==> src/rtl/cmul_share_arb.sv <==
// cmul_share_arb: round-robin share of one 3-stage Gauss complex multiplier among NREQ requesters.
// Define CMUL_SHARE_ARB_STATS_EN to add per-requester saturating grant counters.
module cmul_share_arb #(
    parameter int WIDTH = 16,
    parameter int NREQ  = 4
) (
    input  logic                    clk,
    input  logic                    rst,
    input  logic                    en,
    input  logic [NREQ-1:0]         req_valid,
    output logic [NREQ-1:0]         req_ready,
    input  logic [NREQ*WIDTH-1:0]   req_a_re,
    input  logic [NREQ*WIDTH-1:0]   req_a_im,
    input  logic [NREQ*WIDTH-1:0]   req_b_re,
    input  logic [NREQ*WIDTH-1:0]   req_b_im,
    output logic [NREQ-1:0]         rsp_valid,
    output logic [2*WIDTH+1:0]      rsp_re,
    output logic [2*WIDTH+1:0]      rsp_im,
    output logic                    busy,
    output logic [1:0]              state
`ifdef CMUL_SHARE_ARB_STATS_EN
   ,input  logic [$clog2(NREQ)-1:0] cnt_sel,
    input  logic                    cnt_clr,
    output logic [15:0]             cnt_out
`endif
);
    localparam int IW = $clog2(NREQ);
    localparam int P  = 2*WIDTH+1;
    typedef enum logic [1:0] {IDLE = 2'd0, RUN = 2'd1, DRAIN = 2'd2} state_t;
    state_t r_state;
    logic [IW-1:0] r_ptr, w_gid, w_idx, r_id0, r_id1, r_id2;
    logic [2:0] r_v;
    logic w_hs;
    logic [NREQ-1:0][WIDTH-1:0] w_ar, w_ai, w_br, w_bi;
    logic [WIDTH-1:0] r_a, r_b, r_c, r_d;
    logic [WIDTH:0] w_scd, w_sab, w_dab;
    logic [P-1:0] r_c1, r_c2, r_c3;
    logic [P:0] r_re, r_im;
    assign w_ar = req_a_re;
    assign w_ai = req_a_im;
    assign w_br = req_b_re;
    assign w_bi = req_b_im;
    assign state = r_state;
    assign busy = (|r_v) || (r_state != IDLE);
    // Scan downward so the last hit is the first valid requester at or after r_ptr.
    always_comb begin
        w_gid = '0;
        w_idx = '0;
        for (int k = NREQ-1; k >= 0; k--) begin
            w_idx = IW'((int'(r_ptr) + k) % NREQ);
            if (req_valid[w_idx]) w_gid = w_idx;
        end
    end
    assign w_hs = en && (r_state != DRAIN) && (|req_valid);
    assign req_ready = w_hs ? NREQ'(1) << w_gid : '0;
    always_ff @(posedge clk) begin
        if (rst) begin
            r_state   <= IDLE;
            r_ptr     <= '0;
            r_v       <= '0;
            r_id0     <= '0;
            r_id1     <= '0;
            r_id2     <= '0;
            rsp_valid <= '0;
            rsp_re    <= '0;
            rsp_im    <= '0;
        end else begin
            r_state   <= en ? RUN : (r_state == IDLE || !(|r_v)) ? IDLE : DRAIN;
            if (w_hs) r_ptr <= (w_gid == IW'(NREQ-1)) ? '0 : w_gid + IW'(1);
            r_v       <= {r_v[1:0], w_hs};
            r_id0     <= w_gid;
            r_id1     <= r_id0;
            r_id2     <= r_id1;
            rsp_valid <= r_v[2] ? NREQ'(1) << r_id2 : '0;
            if (r_v[2]) begin
                rsp_re <= r_re;
                rsp_im <= r_im;
            end
        end
    end
    // Operands are sign-extended to full product width so every stage is exact.
    assign w_scd = {r_c[WIDTH-1], r_c} + {r_d[WIDTH-1], r_d};
    assign w_sab = {r_a[WIDTH-1], r_a} + {r_b[WIDTH-1], r_b};
    assign w_dab = {r_a[WIDTH-1], r_a} - {r_b[WIDTH-1], r_b};
    always_ff @(posedge clk) begin
        r_a  <= w_ar[w_gid];
        r_b  <= w_ai[w_gid];
        r_c  <= w_br[w_gid];
        r_d  <= w_bi[w_gid];
        r_c1 <= {{(WIDTH+1){r_a[WIDTH-1]}}, r_a} * {{WIDTH{w_scd[WIDTH]}}, w_scd};
        r_c2 <= {{(WIDTH+1){r_d[WIDTH-1]}}, r_d} * {{WIDTH{w_sab[WIDTH]}}, w_sab};
        r_c3 <= {{(WIDTH+1){r_c[WIDTH-1]}}, r_c} * {{WIDTH{w_dab[WIDTH]}}, w_dab};
        r_re <= {r_c1[P-1], r_c1} - {r_c2[P-1], r_c2};
        r_im <= {r_c1[P-1], r_c1} - {r_c3[P-1], r_c3};
    end
`ifdef CMUL_SHARE_ARB_STATS_EN
    logic [NREQ-1:0][15:0] r_cnt;
    always_ff @(posedge clk) begin
        if (rst || cnt_clr) begin
            r_cnt   <= '0;
            cnt_out <= '0;
        end else begin
            for (int k = 0; k < NREQ; k++)
                if (req_valid[k] && req_ready[k] && r_cnt[k] != 16'hFFFF) r_cnt[k] <= r_cnt[k] + 16'd1;
            cnt_out <= r_cnt[cnt_sel];
        end
    end
`endif
endmodule

==> config.mk <==
export PLATFORM = sky130hd
export DESIGN_NAME = cmul_share_arb
export DESIGN_NICKNAME = d
export VERILOG_FILES = /design/src/rtl/cmul_share_arb.sv
export SDC_FILE = /design/constraint.sdc
export NUM_CORES = 2
export LEC_CHECK = 0
export ABC_AREA = 1
export BUFFER_PORTS_ARGS = -buffer_cell sky130_fd_sc_hd__buf_2
export CAP_MARGIN = 20
export CORE_MARGIN = 5
export CORE_UTILIZATION = 31
export DETAILED_ROUTE_END_ITERATION = 7
export GPL_TIMING_DRIVEN = 0
export MAX_ROUTING_LAYER = met4
export PLACE_DENSITY = 0.48
export SLEW_MARGIN = 20
export SYNTH_ARGS = -nofsm -noshare
export SYNTH_HDL_FRONTEND = slang
export SYNTH_SLANG_ARGS = --single-unit
==> constraint.sdc <==
create_clock -name clk -period 12.4 [get_ports clk]
set_input_delay 2.48 -clock clk [delete_from_list [all_inputs] [get_ports clk]]
set_output_delay 2.48 -clock clk [all_outputs]
set_load 0.005 [all_outputs]
==> impl_metrics.toml <==
[logic_synthesis]
avgSynthCellArea_um2 = 7.32
yosysSeqAreaShare_pct = 12.5
ys_types = 48
syn_inst = 6904
ys_warn_count = 0
yosys-top-cells-area = "fa_1, dfxtp_1, inv_1"
synth_largest_area_cell = "fa_1"
synthesis.nets = 8370
synth_area_um2 = 50500
synth_common_cells = "inv_1, nand2_1, nor2_1"
synth-seq-cells = 316
async_flop_share_pct = 0
synth_edf_count = 0
synth.most_common_cell = "inv_1"
synth_top_area_share_pct = 33.0
synth-main-ff-cell = "dfxtp_1"

[sta]
worstMarginPinSlew_ns = 0.982
finClkSkew_ns = 0.0534
rsz0062_at_grt = "no"
drv_slew = 0
final.min_clock_period_ns = 9.02
slew_headroom_pct = 34.6
setup_tns_ns = 0
finalCritPeriodShare_pct = 72.8
hold_violations = 0
finalSetupViolCount = 0
max_freq_mhz = 111

[global_route]
grt_max_degree = 13
grt_usage_pct = 22.8
antenna_found_initial = 8
grt_pass1_wl_um = 286000
grt_overflow = 0
grt_pass1_vias = 46000

[finish]
layoutNonFillerInstCount = 9496
final_nets = 8753
syn_to_final_growth_pct = 11.4
drive_gt1_share_pct = 7.39

[floorplan]
io_pins = 342
start_util_pct = 31.1
die_area_um2 = 171000
fp.dieH_um = 414
placementRows = 148
die_x_um = 414
core_region_area_um2 = 162000

[cts]
postCtsHoldBufs = 0
cts_made_buffers = 40
htreeDepth = 2
clockBufferDepth = 3
cts_tree = "done"
cts_resized = 0
clkSinkCount = 316
post_cts_buffers = 0
clk_pin_slew_ns = 0.06
insertion_delay_ns = 0.61
clockRootBuffer = "clkbuf_16"

[detailed_routing]
drtIter0Drc = 2908
via_count = 44400
drc = 0
wire_per_inst_um = 19.9
detail-route-antenna-nets = 0
first_pass_iters = 6
via_per_inst = 4.67
routed_wl_um = 189000

[worst_hold_path]
hp-class = "reg2reg"

[critical_path]
path_common_cell = "nand2_1"
start_kind = "flop"
crit_path_end_kind = "flop"
slowest_delay_ns = 0.68
cp_slowest_cell = "fa_1"
r2r_setup_slack_ns = 3.38
cp.arrival_ns = 9.45
cp_data_required_time_ns = 12.83
crit_fanout = 10
crit_type = "reg2reg"

[run]
maxCapViolCount = 0

[run_status]
status = "completed"

[place]
gp_congestion = 0.986
port-buffer-count = 341
place_inst = 9420
dpl.hpwl_um = 165000
-- cell families after synthesis --
| kind of cell | synth area share (%) |
|---|---|
| AND/OR/NAND/NOR | 24.1 |
| AO/OA/AOI/OAI | 4.69 |
| adder cells (fa/ha/maj) | 42.2 |
| XOR/XNOR | 2.36 |
| buffers and inverters | 14.1 |
| flip-flops | 12.5 |
-- routing by layer --
layer,GRT usage [%],part of all wire [%]
met5,-,0
met3,2.65,5.3
met4,6.07,3.2
met1,31.4,47
met2,35.6,44
-- placed cells by master, fill, tap and decap left out, drive strengths merged, types with 3 or more instances in the layout --
cell type / netlist / final
o21a: 7 / 7
o21bai: 26 / 26
and2: 5 / 5
xnor2: 25 / 25
dfxtp: 316 / 316
a21o: 14 / 14
nor3: 34 / 34
buf: 71 / 412
and3: 3 / 3
xor2: 103 / 103
a21oi: 215 / 215
clkinv: 4 / 12
nand3: 538 / 538
clkbuf: 89 / 144
inv: 1687 / 1691
diode: 0 / 5
nand3b: 10 / 10
o211ai: 3 / 3
nor2: 838 / 838
a31oi: 3 / 3
nor4: 13 / 13
or2: 10 / 10
nand4: 47 / 47
o21ai: 175 / 175
fa: 833 / 833
ha: 370 / 370
clkinvlp: 0 / 4
nand2: 1462 / 1462
-- state kept, by name (all words and copies together) (netlist names), 3 cells and up --
signal     count
r_c           16
r_c1          33
r_im          34
rsp_re        34
r_d           16
r_b           16
r_a           16
rsp_im        34
rsp_valid      4
r_c2          33
r_c3          33
r_v            3
r_re          34
-- cell type report --
class,count,area [um2]
plain buffers,160,781
flip-flops and latches,316,6330
inverters,1691,6350
multi-input cells,4737,37100
fillers,17700,106000
diodes,5,12.5
clock buffers,55,1150
well taps,2175,2720
clock inverters,16,160
repair buffers,341,1710
-- stage by stage --
stage                     hold WS (ns)  setup WS [ns]  instance area (um2)  util (%)
after global routing             0.423           2.93                56300      34.7
after floorplan                  0.388           5.44                50500         -
final                            0.391           3.38                56300      34.7
after CTS                        0.387           3.39                56200      34.6
after detailed placement         0.403           3.46                54900      33.8
after global placement           0.401           3.47                54900      33.8
-- path summary, 6_finish.rpt --
check / depth (start not counted) / from / to
min: 2 / r_id1[0] / r_id2[0]
max reg2reg: 32 / r_a[1] / r_c2[20]
min reg2reg: 2 / r_id1[0] / r_id2[0]
max: 32 / r_a[1] / r_c2[20]
-- worst max-delay path: cells and delay by family, from the launching register on --
kind / cells / cell delay, ns
XOR/XNOR: 1 / 0.46
adder cells (fa/ha/maj): 8 / 4.15
buffers and inverters: 8 / 1.83
flip-flops: 1 / 0.54
AND/OR/NAND/NOR: 15 / 1.82
Power is not shown: default switching activity piles up to over one toggle a cycle in this logic, so the estimate is an artifact.
